<file path="src/rtl/rv32i_decode_execute_unit.sv">
`default_nettype none
// ============================================================================
// Module      : rv32i_decode_execute_unit
// Description : Single-cycle RV32I decode/execute slice with a 32x32 register
//               file, a combinational decoder and an ALU/branch unit.
// Revision    : 1.0 - initial release
// ============================================================================
module rv32i_decode_execute_unit #(
  parameter int DATA_LEN = 32,
  parameter int ADDR_LEN = 32
) (
  input  logic                clk,
  input  logic                rst,
  input  logic [31:0]         inst_i,
  input  logic [ADDR_LEN-1:0] pc_i,
  input  logic                rf_wen_i,
  input  logic [4:0]          rf_waddr_i,
  input  logic [DATA_LEN-1:0] rf_wdata_i,
  output logic                branch_request_o,
  output logic [ADDR_LEN-1:0] branch_target_o,
  output logic                jmp_flag_o,
  output logic [ADDR_LEN-1:0] jmp_target_o,
  output logic                wd_o,
  output logic [4:0]          wreg_o,
  output logic [DATA_LEN-1:0] alu_result_o,
  output logic                mem_wen_o,
  output logic [DATA_LEN-1:0] mem_wdata_o,
  output logic [1:0]          store_type_o,
  output logic [2:0]          load_type_o,
  output logic                ebreak_o,
  output logic                invalid_o
);

  localparam logic [6:0]  c_OP_LUI    = 7'b0110111;
  localparam logic [6:0]  c_OP_AUIPC  = 7'b0010111;
  localparam logic [6:0]  c_OP_JAL    = 7'b1101111;
  localparam logic [6:0]  c_OP_JALR   = 7'b1100111;
  localparam logic [6:0]  c_OP_BRANCH = 7'b1100011;
  localparam logic [6:0]  c_OP_LOAD   = 7'b0000011;
  localparam logic [6:0]  c_OP_STORE  = 7'b0100011;
  localparam logic [6:0]  c_OP_IMM    = 7'b0010011;
  localparam logic [6:0]  c_OP_REG    = 7'b0110011;
  localparam logic [6:0]  c_OP_SYSTEM = 7'b1110011;
  localparam logic [31:0] c_EBREAK    = 32'h0010_0073;
  localparam logic [6:0]  c_F7_BASE   = 7'b0000000;
  localparam logic [6:0]  c_F7_ALT    = 7'b0100000;

  typedef enum logic [3:0] {
    ALU_ADD  = 4'd0,
    ALU_SUB  = 4'd1,
    ALU_SLL  = 4'd2,
    ALU_SLT  = 4'd3,
    ALU_SLTU = 4'd4,
    ALU_XOR  = 4'd5,
    ALU_SRL  = 4'd6,
    ALU_SRA  = 4'd7,
    ALU_OR   = 4'd8,
    ALU_AND  = 4'd9
  } alu_op_t;

  // Shared funct3 -> ALU operation mapping for OP and OP-IMM.
  function automatic alu_op_t f_alu_op(input logic [2:0] funct3, input logic alt);
    alu_op_t op;
    case (funct3)
      3'b000:  op = alt ? ALU_SUB : ALU_ADD;
      3'b001:  op = ALU_SLL;
      3'b010:  op = ALU_SLT;
      3'b011:  op = ALU_SLTU;
      3'b100:  op = ALU_XOR;
      3'b101:  op = alt ? ALU_SRA : ALU_SRL;
      3'b110:  op = ALU_OR;
      default: op = ALU_AND;
    endcase
    return op;
  endfunction

  // Instruction fields
  logic [6:0] w_opcode;
  logic [4:0] w_rd;
  logic [2:0] w_funct3;
  logic [4:0] w_rs1;
  logic [4:0] w_rs2;
  logic [6:0] w_funct7;

  assign w_opcode = inst_i[6:0];
  assign w_rd     = inst_i[11:7];
  assign w_funct3 = inst_i[14:12];
  assign w_rs1    = inst_i[19:15];
  assign w_rs2    = inst_i[24:20];
  assign w_funct7 = inst_i[31:25];

  logic [DATA_LEN-1:0] w_imm_i;
  logic [DATA_LEN-1:0] w_imm_s;
  logic [DATA_LEN-1:0] w_imm_b;
  logic [DATA_LEN-1:0] w_imm_u;
  logic [DATA_LEN-1:0] w_imm_j;

  assign w_imm_i = {{(DATA_LEN-12){inst_i[31]}}, inst_i[31:20]};
  assign w_imm_s = {{(DATA_LEN-12){inst_i[31]}}, inst_i[31:25], inst_i[11:7]};
  assign w_imm_b = {{(DATA_LEN-13){inst_i[31]}}, inst_i[31], inst_i[7],
                    inst_i[30:25], inst_i[11:8], 1'b0};
  assign w_imm_u = {{(DATA_LEN-32){inst_i[31]}}, inst_i[31:12], 12'b0};
  assign w_imm_j = {{(DATA_LEN-21){inst_i[31]}}, inst_i[31], inst_i[19:12],
                    inst_i[20], inst_i[30:21], 1'b0};

  // Register file: async clear, write on rising edge, x0 hardwired to zero
  logic [DATA_LEN-1:0] r_regs [32];

  always_ff @(posedge clk or negedge rst) begin
    if (!rst) begin
      for (int i = 0; i < 32; i++) begin
        r_regs[i] <= '0;
      end
    end else if (rf_wen_i && (rf_waddr_i != 5'd0)) begin
      r_regs[rf_waddr_i] <= rf_wdata_i;
    end
  end

  logic [DATA_LEN-1:0] w_rs1_val;
  logic [DATA_LEN-1:0] w_rs2_val;

  assign w_rs1_val = (w_rs1 == 5'd0) ? '0 : r_regs[w_rs1];
  assign w_rs2_val = (w_rs2 == 5'd0) ? '0 : r_regs[w_rs2];

  // Decoder
  alu_op_t             w_alu_op;
  logic [DATA_LEN-1:0] w_alu_a;
  logic [DATA_LEN-1:0] w_alu_b;
  logic                w_wd;
  logic                w_mem_wen;
  logic [1:0]          w_store_type;
  logic [2:0]          w_load_type;
  logic                w_is_branch;
  logic                w_is_jal;
  logic                w_is_jalr;
  logic                w_ebreak;
  logic                w_invalid;

  always_comb begin
    w_alu_op     = ALU_ADD;
    w_alu_a      = w_rs1_val;
    w_alu_b      = w_imm_i;
    w_wd         = 1'b0;
    w_mem_wen    = 1'b0;
    w_store_type = 2'b00;
    w_load_type  = 3'b000;
    w_is_branch  = 1'b0;
    w_is_jal     = 1'b0;
    w_is_jalr    = 1'b0;
    w_ebreak     = 1'b0;
    w_invalid    = 1'b0;
    case (w_opcode)
      c_OP_LUI: begin
        w_alu_a = '0;
        w_alu_b = w_imm_u;
        w_wd    = 1'b1;
      end
      c_OP_AUIPC: begin
        w_alu_a = pc_i;
        w_alu_b = w_imm_u;
        w_wd    = 1'b1;
      end
      c_OP_JAL: begin
        w_alu_a  = pc_i;
        w_alu_b  = DATA_LEN'(4);
        w_wd     = 1'b1;
        w_is_jal = 1'b1;
      end
      c_OP_JALR: begin
        if (w_funct3 == 3'b000) begin
          w_alu_a   = pc_i;
          w_alu_b   = DATA_LEN'(4);
          w_wd      = 1'b1;
          w_is_jalr = 1'b1;
        end else begin
          w_invalid = 1'b1;
        end
      end
      c_OP_BRANCH: begin
        if ((w_funct3 == 3'b010) || (w_funct3 == 3'b011)) begin
          w_invalid = 1'b1;
        end else begin
          w_is_branch = 1'b1;
        end
      end
      c_OP_LOAD: begin
        case (w_funct3)
          3'b000:  w_load_type = 3'b001;
          3'b001:  w_load_type = 3'b010;
          3'b010:  w_load_type = 3'b011;
          3'b100:  w_load_type = 3'b100;
          3'b101:  w_load_type = 3'b101;
          default: w_invalid   = 1'b1;
        endcase
        w_wd = ~w_invalid;
      end
      c_OP_STORE: begin
        w_alu_b = w_imm_s;
        case (w_funct3)
          3'b000:  w_store_type = 2'b01;
          3'b001:  w_store_type = 2'b10;
          3'b010:  w_store_type = 2'b11;
          default: w_invalid    = 1'b1;
        endcase
        w_mem_wen = ~w_invalid;
      end
      c_OP_IMM: begin
        // Only the shift forms constrain funct7; srai is the sole alternate.
        w_alu_op = f_alu_op(w_funct3, (w_funct3 == 3'b101) && w_funct7[5]);
        if (w_funct3 == 3'b001) begin
          w_invalid = (w_funct7 != c_F7_BASE);
        end else if (w_funct3 == 3'b101) begin
          w_invalid = (w_funct7 != c_F7_BASE) && (w_funct7 != c_F7_ALT);
        end
        w_wd = ~w_invalid;
      end
      c_OP_REG: begin
        w_alu_b  = w_rs2_val;
        w_alu_op = f_alu_op(w_funct3, w_funct7[5]);
        w_invalid = !((w_funct7 == c_F7_BASE) ||
                      ((w_funct7 == c_F7_ALT) &&
                       ((w_funct3 == 3'b000) || (w_funct3 == 3'b101))));
        w_wd = ~w_invalid;
      end
      c_OP_SYSTEM: begin
        if (inst_i == c_EBREAK) begin
          w_ebreak = 1'b1;
        end else begin
          w_invalid = 1'b1;
        end
      end
      default: begin
        w_invalid = 1'b1;
      end
    endcase
  end

  // ALU
  logic [DATA_LEN-1:0] w_alu_result;

  always_comb begin
    w_alu_result = '0;
    case (w_alu_op)
      ALU_ADD:  w_alu_result = w_alu_a + w_alu_b;
      ALU_SUB:  w_alu_result = w_alu_a - w_alu_b;
      ALU_SLL:  w_alu_result = w_alu_a << w_alu_b[4:0];
      ALU_SLT:  w_alu_result = {{(DATA_LEN-1){1'b0}}, ($signed(w_alu_a) < $signed(w_alu_b))};
      ALU_SLTU: w_alu_result = {{(DATA_LEN-1){1'b0}}, (w_alu_a < w_alu_b)};
      ALU_XOR:  w_alu_result = w_alu_a ^ w_alu_b;
      ALU_SRL:  w_alu_result = w_alu_a >> w_alu_b[4:0];
      ALU_SRA:  w_alu_result = $signed(w_alu_a) >>> w_alu_b[4:0];
      ALU_OR:   w_alu_result = w_alu_a | w_alu_b;
      ALU_AND:  w_alu_result = w_alu_a & w_alu_b;
      default:  w_alu_result = '0;
    endcase
  end

  // Branch comparator
  logic w_eq;
  logic w_lt;
  logic w_ltu;
  logic w_branch_cond;

  assign w_eq  = (w_rs1_val == w_rs2_val);
  assign w_lt  = ($signed(w_rs1_val) < $signed(w_rs2_val));
  assign w_ltu = (w_rs1_val < w_rs2_val);

  always_comb begin
    w_branch_cond = 1'b0;
    case (w_funct3)
      3'b000:  w_branch_cond = w_eq;
      3'b001:  w_branch_cond = ~w_eq;
      3'b100:  w_branch_cond = w_lt;
      3'b101:  w_branch_cond = ~w_lt;
      3'b110:  w_branch_cond = w_ltu;
      3'b111:  w_branch_cond = ~w_ltu;
      default: w_branch_cond = 1'b0;
    endcase
  end

  logic [ADDR_LEN-1:0] w_jalr_sum;
  assign w_jalr_sum = w_rs1_val + w_imm_i;

  // Control outputs are gated by reset; data outputs are left free-running.
  assign branch_request_o = rst & w_is_branch & w_branch_cond;
  assign branch_target_o  = pc_i + w_imm_b;
  assign jmp_flag_o       = rst & (w_is_jal | w_is_jalr);
  assign jmp_target_o     = w_is_jalr ? (w_jalr_sum & {{(ADDR_LEN-1){1'b1}}, 1'b0})
                                      : (pc_i + w_imm_j);
  assign wd_o             = rst & w_wd & (w_rd != 5'd0);
  assign wreg_o           = w_rd;
  assign alu_result_o     = w_alu_result;
  assign mem_wen_o        = rst & w_mem_wen;
  assign mem_wdata_o      = w_rs2_val;
  assign store_type_o     = rst ? w_store_type : 2'b00;
  assign load_type_o      = rst ? w_load_type : 3'b000;
  assign ebreak_o         = rst & w_ebreak;
  assign invalid_o        = rst & w_invalid;

endmodule
`default_nettype wire

</file>
<file path="config.mk">
export PLATFORM = sky130hd
export DESIGN_NAME = rv32i_decode_execute_unit
export DESIGN_NICKNAME = d
export VERILOG_FILES = /design/src/rtl/rv32i_decode_execute_unit.sv
export SDC_FILE = /design/constraint.sdc
export NUM_CORES = 2
export LEC_CHECK = 0
export CAP_MARGIN = 20
export CORE_MARGIN = 5
export CORE_UTILIZATION = 35
export CTS_CLUSTER_DIAMETER = 150
export CTS_CLUSTER_SIZE = 10
export DETAILED_ROUTE_END_ITERATION = 10
export SLEW_MARGIN = 0
export SYNTH_ARGS = -nofsm -noshare
export SYNTH_HDL_FRONTEND = slang
export SYNTH_SLANG_ARGS = --single-unit
</file>
<file path="constraint.sdc">
create_clock -name clk -period 13.5 [get_ports clk]
set_input_delay 2.025 -clock clk [delete_from_list [all_inputs] [get_ports clk]]
set_output_delay 2.025 -clock clk [all_outputs]
set_load 0.05 [all_outputs]
</file>
==> results.toml <==
[critical_path]
timing.rr.end = "r_regs[664]"
worstSetupStartpointType = "input port"
regToRegStartpoint = "r_regs[664]"
r2r_cells = 1
cp_max_fo = 17
worstSetupPathType = "in2out"
cp_data_required_time_ns = 11.48
worst-endpoint-arrival_ns = 10.16
r2r_setup_slack_ns = 12.68
worst_setup_ep_type = "output port"

[die]
core-area_um2 = 199000
placementRows = 164
start_util_pct = 35.1
design.portCount = 248
chipHeight_um = 457
fp.dieW_um = 457
die_area_um2 = 209000

[sta]
report.final.slew_viol_count = 0
hold_violation_count_in_the_final_report = 0
slew_headroom_pct = 16.8
fin_skew_ns = 0
rsz_0062_raised_after_global_routing = "no"
setup_total_negative_slack_ns = 0
final.period_utilization_pct = 90.2
setup_violations = 0
fmax_mhz = 82.1
min_period_ns = 12.18
worst_slew_pin_slew_ns = 1.24

[clock_network]
cts-root-buf = "clkbuf_16"
cts_made_buffers = 112
cts-htree-levels = 3
source_to_sink_clock_delay_at_the_later_pin_of_the_worst_skew_pair_ns = 0.73
holdBufCountCts = 0
cts_max_path_buffers = 3
clkTransAtPathRegs_ns = 0.06
cts_sinks = 1024
post-cts-setup-buffer-count = 0
postCtsResizedCells = 0
cts_tree = "yes"

[power_and_ir_drop]
pwr-share-clk_pct = 25.5
pwr_density_cell_nw_per_um2 = 137
pwr-share-seq_pct = 38.2
p_int_mw = 6.82
net-switching-power_mw = 3.88
cellLeakagePower_nw = 33.4
report.power.total_mw = 10.7
worst_ir_drop_vdd_v = 0.0000984
share_comb_of_total_power_pct = 36.3
switching_share_pct = 36.3

[final_layout]
layout.cells.most_common_list = "mux2_2 (1040), dfrtp_1 (1024), mux4_2 (442)"
number_of_flip_flops_in_the_largest_register = 1024
area_taken_by_flip_flops_and_latches_um2 = 25600
synthToLayoutAreaGrowth_pct = 11.7
final_nets = 6285
stdcell_area_um2 = 78100
final_cell_count_no_fill = 8645
multi_input_area_um2 = 41300
drive_above_1_share_pct = 31.7
largestRegisters = "r_regs x1024"
mostFrequentLayoutCell = "mux2_2"
largest_register = "r_regs"
layout.filler_cells = 19040

[status]
outcome = "finished, final reports clean"

[yosys]
synth_compound_gate_area_share_pct = 10.5
synth_top_family_by_area = "multiplexers"
postSynthNetCount = 6307
syn_inst = 5994
share_of_the_yosys_chip_area_belonging_to_registers_pct = 36.7
synth_cell_type_count = 96
share_of_synthesized_cell_area_in_full_adder_half_adder_and_majority_cells_pct = 3.80
avgSynthCellArea_um2 = 11.7
yosysWarningCount = 0
synthSimpleGateAreaFrac_pct = 6.72
proportion_of_register_bits_with_asynchronous_set_or_reset_after_synthesis_pct = 100
xor_and_xnor_area_share_after_synthesis_pct = 1.04
ys.flop_type = "dfrtp_1"
synth.cell_area_um2 = 69900
synthesis_stage_register_bit_count = 1024
edff_count_synth = 0
muxShareOfSynthArea_pct = 36.7

[placement]
io_buffer_count = 247
dp.cells = 8505
finalWeightedCongestion = 1.02
dpl.hpwl_mm = 196
post_dp_area_um2 = 74900

[global_routing]
largest_net_degree_at_the_start_of_global_routing = 165
vias_in_the_first_global_route = 54608
grtUsageTotal_pct = 26.5
initial_antenna_violation_count = 23
grt_pass1_wl_mm = 408
grt-ovfl-total = 0

[detailed_routing]
via_total_after_detailed_routing = 54946
drc_violation_count_after_routing = 0
drtAntennaViolNets = 0
routed_wl_mm = 286
dr.first_iter.drc_count = 6160
routed_wire_length_per_instance_um = 33.1
route.detailed.vias_per_inst = 6.36
drt_pass1_iterations = 6

[min_path]
hold-path-cell-count = 0
path_type_of_the_worst_min_delay_path = "reg2reg"
min-delay-start = "r_regs[993]"
min_delay_worst_endpoint = "r_regs[993]"

[run]
max_cap_viol_count = 0
==> area by class of cell <==
cell class	count	share of cell area (%)
inverter	167	0.816
multi-input combinational	4233	53.0
antenna	11	0.0353
clock inverter	7	0.172
clock buffer	113	3.62
tap	2656	4.26
timing repair buffer	434	5.30
sequential	1024	32.8
==> how the worst max path moves through the flow <==
stage	start	end	slack (ns)	cells past startpoint
after detailed placement	inst_i[18]	branch_request_o	1.43	22
after global routing	inst_i[18]	alu_result_o[29]	1.14	20
after floorplan	inst_i[21]	alu_result_o[30]	3.09	24
after CTS	inst_i[18]	branch_request_o	1.39	22
after global placement	inst_i[18]	branch_request_o	1.54	22
final	inst_i[18]	branch_request_o	1.32	22
==> logic make-up (layout without fill, tap and decap cells) <==
| family | count (synthesis) | in the layout |
|---|---|---|
| flip-flops | 1024 | 1024 |
| multiplexers | 1871 | 1871 |
| AO/OA/AOI/OAI | 1071 | 1071 |
| buffers and inverters | 737 | 721 |
| XOR/XNOR | 83 | 83 |
| AND/OR/NAND/NOR | 999 | 999 |
| adder cells (fa/ha/maj) | 209 | 209 |
| other | 0 | 11 |
==> cell usage after synthesis (all sizes together) (26+ instances only) <==
| master | n | share of area, % |
|---|---|---|
| a211oi | 34 | 0.37 |
| a21o | 57 | 0.61 |
| a21oi | 252 | 1.8 |
| a221oi | 49 | 0.65 |
| a22o | 76 | 0.95 |
| a22oi | 99 | 1.1 |
| a31oi | 71 | 0.64 |
| buf | 218 | 1.7 |
| clkbuf | 352 | 1.9 |
| dfrtp | 1024 | 37 |
| ha | 204 | 3.7 |
| inv | 166 | 0.90 |
| mux2 | 1042 | 17 |
| mux2i | 381 | 5.5 |
| mux4 | 448 | 14 |
| nand2 | 336 | 1.8 |
| nand3 | 123 | 0.90 |
| nand4 | 31 | 0.28 |
| nor2 | 234 | 1.3 |
| nor2b | 37 | 0.33 |
| nor3 | 69 | 0.50 |
| o21ai | 163 | 1.2 |
| o221ai | 26 | 0.33 |
| xnor2 | 55 | 0.69 |
| xor2 | 28 | 0.35 |
==> metrics by stage <==
step	setup slack [ns]	utilization, %	hold WS (ns)
after floorplan	3.09	-	0.428
after global placement	1.54	37.6	0.364
after detailed placement	1.43	37.6	0.365
after CTS	1.39	39.1	0.378
after global routing	1.14	39.2	0.384
final	1.32	39.2	0.376
==> power by group through the flow <==
| stage | registers [mW] | clock network [mW] | logic, mW |
|---|---|---|---|
| global route | 4.15 | 2.88 | 4.09 |
| floorplan | 3.97 | 0 | 2.60 |
| global placement | 4.07 | 0 | 3.78 |
| finish | 4.09 | 2.72 | 3.89 |
| detailed placement | 4.12 | 0 | 3.82 |
| CTS | 4.06 | 2.77 | 3.83 |
==> critical path, stage by stage <==
cell and delay [ns]:
clkdlybuf4s50_1 1.06, nor2b_4 0.80, buf_4 0.42, buf_4 0.34
a22oi_1 0.13, nand2_1 0.10, o221ai_1 0.44, nor2b_1 0.34
ha_1 0.35, nand4_1 0.12, or3_1 0.45, or4_1 0.66
nor3_1 0.51, a21oi_1 0.31, o21ai_0 0.15, a21oi_1 0.15
and4_1 0.20, nor3_1 0.25, mux2i_1 0.12, o31ai_1 0.12
buf_4 0.24, clkdlybuf4s50_1 0.81
==> layer usage <==
layer,up-vias,track usage (%),wire length (um)
met3,716,5.66,24400
met1,28769,34.0,113000
li1,22646,-,-
met2,2805,42.3,132000
met5,-,0,63
met4,10,13.4,16900
Note: power is estimated with default switching activity, not from simulation.
